<file path="src/rtl/riscv_pkg.sv">
// Shared RISC-V core definitions: datapath widths, PC step, memory access sizes
// and the fetch-buffer entry layout.
package riscv_pkg;

    localparam int unsigned XLEN = 32;
    localparam int unsigned ILEN = 32;

    localparam logic [XLEN-1:0] PC_STEP = 32'd4;

    // Access size encoding shared by the memory and the data-side port
    typedef enum logic [1:0] {
        SIZE_BYTE = 2'd0,
        SIZE_HALF = 2'd1,
        SIZE_WORD = 2'd2
    } mem_size_e;

    typedef struct packed {
        logic [XLEN-1:0] pc;
        logic [ILEN-1:0] opcode;
    } fetch_entry_t;

    localparam int unsigned FETCH_ENTRY_W = XLEN + ILEN;

endpackage

</file>
<file path="src/rtl/riscv_fetch_fifo.sv">
// Opcode buffer for the fetch unit: {pc, opcode} entries with a synchronous
// flush; the head is zero whenever the buffer is empty.
module riscv_fetch_fifo
    import riscv_pkg::*;
#(
    parameter int unsigned DEPTH = 4
) (
    input  logic                      clk_i,
    input  logic                      reset_i,
    input  logic                      flush_i,
    input  logic                      push_i,
    input  fetch_entry_t              push_data_i,
    input  logic                      pop_i,
    output fetch_entry_t              head_o,
    output logic [$clog2(DEPTH):0]    count_o
);

    localparam int unsigned AW = $clog2(DEPTH);
    localparam int unsigned CW = AW + 1;

    fetch_entry_t    mem_q [DEPTH];
    logic [AW-1:0]   wr_q;
    logic [AW-1:0]   rd_q;
    logic [CW-1:0]   count_q;

    logic push_ok;
    logic pop_ok;

    assign push_ok = push_i & ~flush_i & ~reset_i;
    assign pop_ok  = pop_i & ~flush_i & ~reset_i;

    // Pointer and occupancy state; flush empties the buffer in one cycle
    always_ff @(posedge clk_i) begin
        if (reset_i || flush_i) begin
            wr_q    <= '0;
            rd_q    <= '0;
            count_q <= '0;
        end else begin
            if (push_ok) begin
                wr_q <= wr_q + AW'(1);
            end
            if (pop_ok) begin
                rd_q <= rd_q + AW'(1);
            end
            count_q <= count_q + CW'(push_ok) - CW'(pop_ok);
        end
    end

    always_ff @(posedge clk_i) begin
        if (push_ok) begin
            mem_q[wr_q] <= push_data_i;
        end
    end

    assign head_o  = (count_q != '0) ? mem_q[rd_q] : '0;
    assign count_o = count_q;

endmodule

</file>
<file path="src/rtl/riscv_fetch.sv">
// Instruction fetch: PC sequencing, credit-limited read issue to the
// instruction memory port, response capture and decoder handshake.
module riscv_fetch
    import riscv_pkg::*;
#(
    parameter logic [XLEN-1:0] RESET_PC = 32'h0000_0000,
    parameter int unsigned     MEM_LAT  = 1,
    parameter int unsigned     DEPTH    = 4
) (
    input  logic              clk_i,
    input  logic              reset_i,
    input  logic              fetch_en_i,
    input  logic              redirect_i,
    input  logic [XLEN-1:0]   redirect_pc_i,
    output logic [XLEN-1:0]   iaddr_o,
    output logic              ird_o,
    input  logic [ILEN-1:0]   irdata_i,
    output logic              fetch_valid_o,
    input  logic              fetch_ready_i,
    output logic [ILEN-1:0]   fetch_opcode_o,
    output logic [XLEN-1:0]   fetch_pc_o
);

    localparam int unsigned     CW         = $clog2(DEPTH) + 1;
    localparam int unsigned     SW         = $clog2(DEPTH + MEM_LAT) + 1;
    localparam logic [XLEN-1:0] ALIGN_MASK = ~XLEN'(3);

    logic [XLEN-1:0]    pc_q;
    logic [MEM_LAT-1:0] infl_q;
    logic [XLEN-1:0]    infl_pc_q [MEM_LAT];

    logic [CW-1:0]      fifo_count;
    fetch_entry_t       head;
    fetch_entry_t       push_data;
    logic [SW-1:0]      infl_cnt;
    logic [SW-1:0]      credit_used;
    logic               valid_c;
    logic               pop;
    logic               push;
    logic               issue;

    always_comb begin
        infl_cnt = '0;
        for (int i = 0; i < int'(MEM_LAT); i++) begin
            infl_cnt = infl_cnt + SW'(infl_q[i]);
        end
    end

    // Redirect hides the head so nothing is consumed in the flush cycle
    assign valid_c     = (fifo_count != '0) & ~redirect_i;
    assign pop         = valid_c & fetch_ready_i;
    assign credit_used = infl_cnt + SW'(fifo_count) - SW'(pop);
    assign issue       = fetch_en_i & ~redirect_i & ~reset_i & (credit_used < SW'(DEPTH));
    assign push        = infl_q[MEM_LAT-1] & ~redirect_i & ~reset_i;

    assign push_data.pc     = infl_pc_q[MEM_LAT-1];
    assign push_data.opcode = irdata_i;

    // PC and in-flight tracking; reset and redirect drop every outstanding read
    always_ff @(posedge clk_i) begin
        if (reset_i) begin
            pc_q   <= RESET_PC;
            infl_q <= '0;
        end else if (redirect_i) begin
            pc_q   <= redirect_pc_i & ALIGN_MASK;
            infl_q <= '0;
        end else begin
            if (issue) begin
                pc_q <= pc_q + PC_STEP;
            end
            for (int i = int'(MEM_LAT) - 1; i > 0; i--) begin
                infl_q[i] <= infl_q[i-1];
            end
            infl_q[0] <= issue;
        end
    end

    always_ff @(posedge clk_i) begin
        for (int i = int'(MEM_LAT) - 1; i > 0; i--) begin
            infl_pc_q[i] <= infl_pc_q[i-1];
        end
        infl_pc_q[0] <= pc_q;
    end

    riscv_fetch_fifo #(
        .DEPTH (DEPTH)
    ) u_fifo (
        .clk_i       (clk_i),
        .reset_i     (reset_i),
        .flush_i     (redirect_i),
        .push_i      (push),
        .push_data_i (push_data),
        .pop_i       (pop),
        .head_o      (head),
        .count_o     (fifo_count)
    );

    assign iaddr_o        = pc_q;
    assign ird_o          = issue;
    assign fetch_valid_o  = valid_c;
    assign fetch_opcode_o = head.opcode;
    assign fetch_pc_o     = head.pc;

endmodule

</file>
<file path="config.mk">
export PLATFORM = sky130hd
export DESIGN_NAME = riscv_fetch
export DESIGN_NICKNAME = d
export VERILOG_FILES = /design/src/rtl/riscv_pkg.sv /design/src/rtl/riscv_fetch_fifo.sv /design/src/rtl/riscv_fetch.sv
export SDC_FILE = /design/constraint.sdc
export NUM_CORES = 1
export LEC_CHECK = 0
export BUFFER_PORTS_ARGS = -buffer_cell sky130_fd_sc_hd__buf_2
export CORE_UTILIZATION = 62
export DETAILED_ROUTE_END_ITERATION = 8
export GPL_ROUTABILITY_DRIVEN = 0
export GPL_TIMING_DRIVEN = 1
export PLACE_DENSITY = 0.91
export SETUP_SLACK_MARGIN = 0.02
export SLEW_MARGIN = 25
export SYNTH_ARGS = -nofsm -noshare
export SYNTH_HDL_FRONTEND = slang
export SYNTH_SLANG_ARGS = --single-unit
</file>
<file path="constraint.sdc">
create_clock -name clk_i -period 8.33 [get_ports clk_i]
set_clock_uncertainty 0.05 [all_clocks]
set_input_delay 2.499 -clock clk_i [delete_from_list [all_inputs] [get_ports clk_i]]
set_output_delay 2.499 -clock clk_i [all_outputs]
set_load 0.01 [all_outputs]
</file>
# --- After elaboration in Yosys (flattened, before gate mapping) ---
# Memory sizes are Yosys's and may differ from the RTL's. A register that Yosys moved wholly into a read port is not among the register bits.
# Index checks and enable logic that the tools add are counted.
word_totals:
  output_inout_bits: 98
  word_cells: 40
  ff_bits: 40
  inputBits: 69
  mem_count: 2
  mem_bits_rw: 288
op_classes:
  order_cmp: 1
  muxes: 7
  n_reduce_logical: 4
  n_addsub: 7
  bitwise: 13
mem_list:
  columns: ["name", "words", "width", "rd", "rd_clocked_by_memory_dff", "wr", "line", "text"]
  rows:
  - ["u_fifo.mem_q", 4, 64, 1, 1, 1, "riscv_fetch_fifo.sv:21", "fetch_entry_t mem_q [DEPTH];"]
  - ["infl_pc_q", 1, 32, 1, 0, 1, "riscv_fetch.sv:30", "logic [XLEN-1:0] infl_pc_q [MEM_LAT];"]
op_table:
  columns: ["operator", "count"]
  rows:
  - ["32-bit 2-to-1 mux", 2]
  - ["64-bit 2-to-1 mux", 1]
  - ["32-bit by 3-bit adder with 32-bit output (second input constant)", 1]
  - ["1-bit bitwise AND", 11]
  - ["1-bit by 3-bit adder with 4-bit output", 1]
  - ["2-bit by 1-bit adder with 2-bit output (second input constant)", 2]
  - ["4-bit by 3-bit less-than comparator with 1-bit output (second input constant)", 1]
  - ["2-bit 2-to-1 mux", 2]
  - ["4-bit by 1-bit subtractor with 4-bit output", 1]
  - ["3-bit by 1-bit adder with 3-bit output", 1]
  - ["3-bit nonzero test", 1]
  - ["3-bit by 1-bit subtractor with 3-bit output", 1]
  - ["1-bit 2-to-1 mux", 2]
  - ["1-bit inverter", 2]
  - ["2-bit nonzero test", 1]
  - ["2-bit OR reduction", 1]
  - ["1-bit logical OR", 1]

# --- Logic depth before layout (Yosys ltp) ---
# Gate-level depths: netlist of run 1.
depth:
  ltp_word: 8
  ltp_mapped: 14
  ltp_nobuf: 11

# --- Cells and area by module ---
# Synthesis of run 1 repeated with hierarchy kept, for this count alone.
unflattened:
  hier_cells: 720
  area_unflattened_um2: 12877.4
modules_own_cells:
  columns: ["module", "area_each_um2", "seq_area_each_um2", "n_inst", "cells_each"]
  rows:
  - ["riscv_fetch_fifo", 10184.8, 7867.5, 1, 449]
  - ["riscv_fetch", 2692.6, 1221.2, 1, 271]

# --- Worst setup path after synthesis of run 1 ---
# OpenSTA, ideal clock, no wires.
synth_timing:
  kind: "input-to-output"
  start: "input port redirect_i"
  end: "output port ird_o"
  n_path_buf: 4
  slack_ps: 834
  arrival_time_ps: 4947
  stages: 13
  t_required_ps: 5781
  path_cell_list: "clkbuf_1 -> clkbuf_1 -> nor2_1 -> and2_1 -> ha_1 -> inv_1 -> ha_1 -> and3b_4 -> a211o_1 -> a21o_1 -> buf_6 -> buf_2 -> nor2_1"
synth_between:
  elab_chain_cells: 6
  word_cells_on_any_way: 8
  cone_classes: "add/sub (1); order compare (1); bitwise (6)"
synth_lines:
  columns: ["item", "line", "text"]
  rows:
  - ["start: declaration", "riscv_fetch.sv:13", "input logic redirect_i,"]
  - ["1-bit inverter", "riscv_fetch.sv:50", "assign valid_c = (fifo_count != '0) & ~redirect_i;"]
  - ["1-bit bitwise AND", "riscv_fetch.sv:50", null]
  - ["via fetch_valid_o", "riscv_fetch.sv:18", "output logic fetch_valid_o,"]
  - ["1-bit bitwise AND", "riscv_fetch.sv:51", "assign pop = valid_c & fetch_ready_i;"]
  - ["4-bit by 1-bit subtractor with 4-bit output", "riscv_fetch.sv:52", "assign credit_used = infl_cnt + SW'(fifo_count) - SW'(pop);"]
  - ["4-bit by 3-bit less-than comparator with 1-bit output", "riscv_fetch.sv:53", "assign issue = fetch_en_i & ~redirect_i & ~reset_i & (credit_used < SW'(DEPTH));"]
  - ["1-bit bitwise AND", "riscv_fetch.sv:53", null]
  - ["end: declaration", "riscv_fetch.sv:16", "output logic ird_o,"]
# The timed path passes the listed nets, and every way through them passes these cells.

# --- Final worst setup path of run 1 ---
layout_timing:
  start: "input port redirect_i"
  end: "output port ird_o"
layout_between:
  elab_chain_cells: 6
  word_cells_on_any_way: 8
  cone_classes: "add/sub (1); order compare (1); bitwise (6)"
layout_lines:
  columns: ["item", "line"]
  rows:
  - ["1-bit inverter *", "riscv_fetch.sv:50, riscv_fetch.sv:53"]
  - ["1-bit bitwise AND", "riscv_fetch.sv:50"]
  - ["1-bit bitwise AND", "riscv_fetch.sv:51"]
  - ["4-bit by 1-bit subtractor with 4-bit output", "riscv_fetch.sv:52"]
  - ["4-bit by 3-bit less-than comparator with 1-bit output", "riscv_fetch.sv:53"]
  - ["1-bit bitwise AND *", "riscv_fetch.sv:53"]
# Mark *: on every way between the ends. The rest lies on a longest branch, timed or not.

==> flow_summary.ini, run 1 <==
[routing]
drtIter0Drc = 496
route.detailed.drc = 0
num_vias = 7064
drt-pass1-iter-count = 5
routedWlPerCell_um = 20.87
ant_nets = 0
wl_um = 24310
avgViaCountPerCell = 6.064

[die]
die_width_um = 143.3
die_y_um = 143.3
coreArea_sq_um = 19530
rows = 51
dieArea_sq_um = 20520
io_pins = 167
start_util_pct = 63.36

[critical_path]
crit_family = compound AO/OA/AOI/OAI gates
crit_type = in2out
critPathMaxFanout = 18
crit_path_end_kind = primary output
path_cells = buf_2 > nor2_1 > and2_1 > ha_1 > inv_1 > ha_1 > and3b_4 > a211o_1 > a21o_1 > nor2_1 > buf_2
cpPeakStageDelay_ps = 440
critPathLaunchType = primary input
crit_buf_inv = 3
crit_path_top_delay_cell = a211o_1
cp.required_ps = 5780
arrival_ps = 4680

[yosys]
synth_area_leaders = edfxtp_1, dfxtp_1, mux4_2
yosys_warnings = 0
async_flop_share_pct = 0
synth_flop_cell = edfxtp_1
synth_top_area_share_pct = 60.19
yosysSeqAreaShare_pct = 71.52
synth_edf_count = 248
synth_area_leader_cell = edfxtp_1
syn_area_sq_um = 12370
postSynthAreaPerCell_sq_um = 17.30
ys_seq_elements = 318
ys_types = 53
syn_inst = 715

[global_route]
grt_pass1_vias = 6992
grt_pass1_wl_um = 37530
grtUsageTotal_pct = 24.40
gr-total-overflow = 0
antenna_found_initial = 0
grt_max_degree = 64

[sta]
setup_violations = 0
post-route-min-period_ps = 7226
post-route-period-util_pct = 86.74
hold_viol = 0
fmax_mhz = 138.4
drv_slew = 0
finalSetupTns_ps = 0
slew-limit-headroom_pct = 34.54
rsz0062_at_grt = no
worst_pin_slew_ps = 981.9

[cts]
cts_buffers = 31
clkTransAtPathRegs_ps = 60
insertion_delay_ps = 550
cts_root_buffer = clkbuf_16
cts_tree = done
cts_buffer_depth = 3
cts_resized = 0
htree_num_levels = 1
cts_hold_buf = 0
post_cts.repair.setup_buffers = 0
clkSinkCount = 318

[run]
timing.max_cap.violations = 0

[power_and_ir_drop]
peakVddDrop_uv = 196.0
cellLeakagePower_nw = 4.976
powerDensity_nw_per_um2 = 225.5

[layout]
num-nets-final = 955
fillers = 1168
final_cells = 1165
diodes = 0
area_delta_synth_final_pct = 16.85
finalInstanceArea_sq_um = 14460
drive_above_1_share_pct = 32.44

[placement]
numPortBuffers = 160
dp_cells = 1107
dpl_cell_area_sq_um = 13390
hpwl_um = 13750

[outcome]
status = finished, final reports clean

[worst_hold_path]
hold_path.class = reg2reg
-- metrics by stage --
stage                     power, mW  worst slack, ps  hold WS, ps  util, %
after global placement        1.883             1195        338.4    68.59
final                         3.260             1104        353.3    74.04
after detailed placement      1.889             1191        339.1    68.59
after floorplan               1.836            834.1        347.6        -
after CTS                     3.274             1115        349.0    74.04
after global routing          3.352            963.4        357.3    74.04
-- cell families after synthesis --
logic type                 count (synthesis)  synth area share (%)
xor gates and xnor gates                  17                 1.204
buffers and inverters                     60                 2.134
and+or+nand+nor                          180                 8.303
AOI/OAI and AO/OA                         64                 4.177
DFF                                      318                 71.52
adders and majority gates                 11                 1.173
other                                      1               0.03031
muxes                                     64                 11.46
-- worst register-to-register path, stage by stage (launching register included) --
cell      delay [ps]
dfxtp_1          340
nor3_2           220
nor2_1            70
and2_1           170
ha_1             170
inv_1             60
ha_1             230
and3b_4          190
a211o_1          440
a21o_1           270
buf_4            210
or4_1            530
a311oi_1         310
-- cells in the final DEF, fill, tap and decap left out, drive strengths merged, types with 4 or more instances in the layout --
cell type and count:
nand4 12, and2 4, nand3 14, nor2b 62
inv 21, ha 10, or4 10, clkbuf 47
nor2 33, a311oi 9, and3 5, conb 4
mux4 62, clkinv 6, dfxtp 70, nand2 14
and4 8, edfxtp 248, a2111oi 5, o31ai 7
xnor2 15, buf 165, a21oi 4, o311ai 4
a211oi 20, nor3 6
-- path summary, 6_finish.rpt --
path	from	to	slack [ps]	depth (start not counted)
worst max-delay path	redirect_i	ird_o	1100	11
worst min-delay path	iaddr_o[7]$_SDFFE_PP0P_	infl_pc_q[0][7]$_DFF_P_	350	0
worst max register to register	u_fifo.count_o[1]$_SDFF_PP0_	iaddr_o[15]$_SDFFE_PP0P_	4940	12
worst min register to register	iaddr_o[7]$_SDFFE_PP0P_	infl_pc_q[0][7]$_DFF_P_	350	0
-- cells in the mapped netlist, drive strengths merged, types with 2 or more instances --
library cell,count
a2111o,2
a2111oi,5
a211oi,20
a21oi,4
a311oi,9
and2,4
and3,5
and4,8
buf,17
clkbuf,24
dfxtp,70
edfxtp,248
ha,10
inv,19
mux4,62
nand2,14
nand2b,3
nand3,14
nand4,12
nor2,33
nor2b,62
nor3,6
o211ai,2
o21ai,3
o311ai,4
o31ai,7
or3,3
or4,10
xnor2,15
xor2,2
-- final cells by class --
| type | count | area (sq um) | share of cell area (%) |
|---|---|---|---|
| flip-flops and latches | 318 | 8856 | 61.26 |
| inverters | 19 | 71.32 | 0.4933 |
| multi-input cells | 340 | 3296 | 22.80 |
| clock buffers | 47 | 989.7 | 6.846 |
| well taps | 265 | 331.6 | 2.294 |
| clock inverters | 11 | 73.82 | 0.5106 |
| repair buffers | 165 | 838.3 | 5.799 |
-- layer usage --
layer / vias up / part of all wire [%] / global-route usage (%)
met5: - / 0 / 0
met4: 0 / 1.6 / 6.495
met3: 43 / 7.9 / 4.628
met2: 344 / 49 / 40.67
met1: 3535 / 42 / 33.32
li1: 3142 / - / -
-- where the power goes --
part	internal, mW	total (mW)	switching, mW
Sequential	1.73	1.77	0.0334
Clock	0.825	1.40	0.577
Combinational	0.0379	0.0900	0.0521
Total	2.60	3.26	0.662
-- registers in the layout, summed over array words and instances, names as in the netlist, named ones only --
signal,flops
u_fifo.wr_q,2
u_fifo.rd_q,2
u_fifo.mem_q,248
infl_q,1
u_fifo.count_o,3
infl_pc_q,30
iaddr_o,30
(Power assumes the default switching activity.)
==> inputs of run 2 (changes only) <==
==> constraint.sdc (replaced) <==
create_clock -name clk_i -period 8.33 [get_ports clk_i]
set_clock_uncertainty 0.05 [all_clocks]
set_input_delay 1.666 -clock clk_i [delete_from_list [all_inputs] [get_ports clk_i]]
set_output_delay 1.666 -clock clk_i [all_outputs]
set_load 0.01 [all_outputs]
==> flow_summary.ini, run 2 (synthesis results as in run 1) <==
[global_route]
use_met3_pct = 5.064
grt_pass1_vias = 7011
grtUsageTotal_pct = 24.68
use_met2_pct = 40.72
grt_max_degree = 64
top_usage_layer = met2
gr-total-overflow = 0
grt_pass1_wl_um = 38270
antenna_found_initial = 0
use_met1_pct = 33.84

[sta]
setup_ws_ps = 2213
fmax_mhz = 163.5
setup_violations = 0
finalSetupTns_ps = 0
rsz0062_at_grt = no
hold_viol = 0
worst_pin_slew_ps = 988.8
post-route-period-util_pct = 73.44
drv_slew = 0
post-route-min-period_ps = 6117
slew-limit-headroom_pct = 34.08

[placement]
hpwl_um = 14230
dpl_cell_area_sq_um = 13380
numPortBuffers = 160
dp_cells = 1105
place_ws_ps = 2330

[cts]
cts_hold_buf = 0
cts_resized = 0
cts_buffers = 30
cts_buffer_depth = 3
cts_root_buffer = clkbuf_16
insertion_delay_ps = 550
htree_num_levels = 1
clkTransAtPathRegs_ps = 60
post_cts.repair.setup_buffers = 0
cts_tree = done
clkSinkCount = 318

[power_and_ir_drop]
peakVddDrop_uv = 161.0
total_power_mw = 3.357
cellLeakagePower_nw = 5.004
powerDensity_nw_per_um2 = 231.3

[worst_hold_path]
min_from = iaddr_o[7]$_SDFFE_PP0P_
hold_path.class = reg2reg
hold-path-endpoint = infl_pc_q[0][7]$_DFF_P_
whs_path_depth = 0

[critical_path]
crit_buf_inv = 3
cpPeakStageDelay_ps = 700
crit_path_top_delay_cell = a21o_1
crit_family = compound AO/OA/AOI/OAI gates
crit_type = in2out
r2r-start = u_fifo.count_o[1]$_SDFF_PP0_
critPathLaunchType = primary input
worst-path-stages = 11
crit_path_end_kind = primary output
path_cells = buf_2 > nor2_1 > and2_1 > ha_1 > inv_1 > ha_1 > and3b_4 > o211ai_2 > a21o_1 > nor2_1 > buf_2
rrSetupSlack_ps = 4800
arrival_ps = 4400
critPathMaxFanout = 26
rr_endpoint = iaddr_o[27]$_SDFFE_PP0P_
cp.required_ps = 6610
reg2reg_depth = 11

[layout]
drive_above_1_share_pct = 32.48
seq_area_sq_um = 8856
final_common_cell = edfxtp_1
area_delta_synth_final_pct = 17.33
multi_input_area_sq_um = 3296
largest_reg_flops = 248
num-nets-final = 952
fillers = 1152
mostFrequentLayoutCells = edfxtp_1, buf_2, dfxtp_1, mux4_2, nor2b_1
finalInstanceArea_sq_um = 14520
regMostFlops = u_fifo.mem_q
final_cells = 1162

[die]
start_util_pct = 63.36
rows = 51
dieArea_sq_um = 20520
coreArea_sq_um = 19530
die_y_um = 143.3
die_width_um = 143.3
io_pins = 167

[routing]
drt-pass1-iter-count = 5
avgViaCountPerCell = 6.015
routedWlPerCell_um = 21.07
drtIter0Drc = 529
wl_um = 24480
ant_nets = 0
route.detailed.drc = 0
num_vias = 6989

[run]
timing.max_cap.violations = 0

[outcome]
status = finished, final reports clean
[run 2: changes by cell type in the layout (fill, tap and decap cells not counted), sizes merged]
cell and delta:
clkbuf -6, bufinv +4, buf -2, diode +1, inv -1, clkinv +2, clkinvlp -1
[run 2: worst max-delay path by stage]
stage,from,endpoint,slack (ps)
final,redirect_i,ird_o,2210
after global routing,redirect_i,ird_o,2070
after CTS,redirect_i,ird_o,2290
after detailed placement,redirect_i,ird_o,2330
after global placement,redirect_i,ird_o,2340
after floorplan,redirect_i,ird_o,2500
[run 2: through the flow]
step	utilization (%)	hold WS (ps)
floorplan	-	347.6
global placement	68.51	343.4
detailed placement	68.51	342.2
CTS	74.33	352.0
global route	74.33	365.7
finish	74.34	356.4
[run 2: power breakdown]
group	internal (mW)	switching [mW]
combinational	0.0375	0.0525
sequential	1.73	0.0332
clock	0.923	0.577
total	2.69	0.662
[run 2: cell type report]
cell class              count  share of cell area, %
flip-flops and latches    318                  61.01
diodes                      1                0.01724
repair buffers            163                  5.671
inverters                  19                 0.4913
well taps                 265                  2.284
multi-input cells         340                  22.70
clock inverters            15                  1.293
clock buffers              41                  6.533
[run 2: layer usage]
layer / part of all wire (%) / vias to the layer above / wire, um
met5: 0 / - / 0
met4: 1.3 / 0 / 326
met3: 9.2 / 41 / 2259
met2: 49 / 372 / 11930
met1: 41 / 3452 / 9966
li1: - / 3124 / -
[run 2: worst reg2reg max path: stages, from the launching register on]
cell and delay (ps):
dfxtp_1 350, nor3_2 210, nor2_1 70, and2_1 170, ha_1 170, inv_1 60, ha_1 210, and3b_4 180
a211o_1 450, a21o_1 540, or4_1 640, a311oi_1 340
==> inputs of run 3 (changes only) <==
Settings changed: ABC_AREA set to 1, CORE_UTILIZATION 62 to 58, PLACE_DENSITY 0.91 to 0.86.
Clock period 8.33 ns to 6.15 ns, I/O delays scaled along.
==> flow_summary.ini, run 3 <==
[critical_path]
r2r-start = u_fifo.count_o[2]$_SDFF_PP0_
rr_endpoint = iaddr_o[16]$_SDFFE_PP0P_
rrSetupSlack_ps = 3270
arrival_ps = 3550
critPathMaxFanout = 43
crit_type = in2out
reg2reg_depth = 14
crit_path_end_kind = primary output
cp.required_ps = 4870
critPathLaunchType = primary input

[cts]
clkTransAtPathRegs_ps = 60
cts_tree = done
cts_hold_buf = 0
htree_num_levels = 1
cts_root_buffer = clkbuf_16
insertion_delay_ps = 540
clkSinkCount = 318
cts_resized = 0
cts_buffers = 31
post_cts.repair.setup_buffers = 0
cts_buffer_depth = 3

[worst_hold_path]
min_from = iaddr_o[14]$_SDFFE_PP0P_
hold_path.class = reg2reg
whs_path_depth = 0
hold-path-endpoint = infl_pc_q[0][14]$_DFF_P_

[layout]
diodes = 0
num-nets-final = 1497
area_delta_synth_final_pct = 16.19
mostFrequentLayoutCells = nor2_1, edfxtp_1, nand2_1, buf_2, o21ai_0
drive_above_1_share_pct = 16.86
regMostFlops = u_fifo.mem_q
final_common_cell = nor2_1
largest_reg_flops = 248

[sta]
post-route-period-util_pct = 78.52
setup_violations = 0
finalSetupTns_ps = 0
fmax_mhz = 207.1
rsz0062_at_grt = no
worst_pin_slew_ps = 1036
post-route-min-period_ps = 4829
slew-limit-headroom_pct = 30.92
drv_slew = 0
hold_viol = 0

[routing]
drtIter0Drc = 878
wl_met3_um = 2536
route.detailed.drc = 24
ant_nets = 0
routedLengthMet1_um = 11650
dr_wl_met2_um = 14820
num_vias = 9567
avgViaCountPerCell = 5.559
routed.top_layer = met4
wl_um = 29510
routedWlPerCell_um = 17.14
drt-pass1-iter-count = 7

[yosys]
yosysMostFrequentCell = nor2_1
ys_types = 33
syn_inst = 1269
synth_top_area_share_pct = 57.01
yosysSeqAreaShare_pct = 67.74
yosys-top-cells-count = nor2_1, edfxtp_1, nand2_1, o21ai_0, a21oi_1
async_flop_share_pct = 0
synth_area_leaders = edfxtp_1, dfxtp_1, nor2_1
ys_seq_elements = 318
synth_edf_count = 248
yosys_warnings = 0
synth_area_leader_cell = edfxtp_1
postSynthAreaPerCell_sq_um = 10.29
syn_area_sq_um = 13060
synth_flop_cell = edfxtp_1

[run]
timing.max_cap.violations = 0

[global_route]
gr-total-overflow = 0
grtUsageTotal_pct = 25.32
grt_max_degree = 125
antenna_found_initial = 0
grt_pass1_wl_um = 46630
grt_pass1_vias = 9216

[die]
rows = 54
io_pins = 167
start_util_pct = 59.49
coreArea_sq_um = 21960
die_width_um = 152.1
die_y_um = 152.1
dieArea_sq_um = 23130

[power_and_ir_drop]
cellLeakagePower_nw = 5.898
peakVddDrop_uv = 159.7
total_power_mw = 4.333
powerDensity_nw_per_um2 = 285.5

[outcome]
violations = design-rule violations
status = finished, violations left

[placement]
hpwl_um = 18180
numPortBuffers = 160
## run 3: cells by family after synthesis
family,share of synthesized area [%]
XOR/XNOR,0.2682
AO/OA/AOI/OAI,9.109
other,0.02871
adder cells (fa/ha/maj),1.111
buffers and inverters,4.042
flip-flops,67.74
AND/OR/NAND/NOR,17.70
## run 3: worst max-delay path by stage
stage / startpoint / endpoint / slack [ps] / cells past startpoint
global route: redirect_i / ird_o / 1140 / 11
finish: redirect_i / ird_o / 1320 / 11
CTS: redirect_i / ird_o / 1360 / 11
detailed placement: redirect_i / ird_o / 1370 / 11
floorplan: redirect_i / u_fifo.mem_q[0][0]$_DFFE_PP_ / 1400 / 4
global placement: redirect_i / ird_o / 1460 / 11
## run 3: per-stage QoR
step,std cells,hold slack [ps],utilization (%),area [sq um],setup slack (ps)
floorplan,1272,366.9,-,13070,1398
global placement,1660,392.1,64.07,14070,1457
detailed placement,1664,396.2,64.57,14180,1366
CTS,1721,405.6,69.10,15170,1362
global route,1721,427.1,69.12,15180,1143
finish,1721,414.4,69.12,15180,1321
## run 3: report_power, final
group | switching (mW) | internal (mW)
combinational | 0.0817 | 0.0492
clock | 0.755 | 1.06
sequential | 0.0410 | 2.34
## run 3: final cells by class
class,instances,area (sq um)
inverters,61,232.7
flip-flops and latches,318,8853
fillers,1558,6782
clock buffers,45,910.9
clock inverters,12,83.83
multi-input cells,828,3734
repair buffers,177,1012
well taps,280,350.3
## run 3: worst max-delay path, stage by stage
cell     delay [ps]
buf_2           620
nor3_1          180
ha_1            220
inv_1            50
ha_1            230
nand4_1         150
nand2_1         100
nand2_1          70
nand2_1          90
nor2_4          380
buf_2           210
## run 3: layer usage
| metal | vias up | global-route usage, % |
|---|---|---|
| met5 | - | 0 |
| met4 | 0 | 7.337 |
| met3 | 46 | 3.451 |
| met2 | 457 | 44.20 |
| met1 | 4485 | 33.27 |
| li1 | 4579 | - |
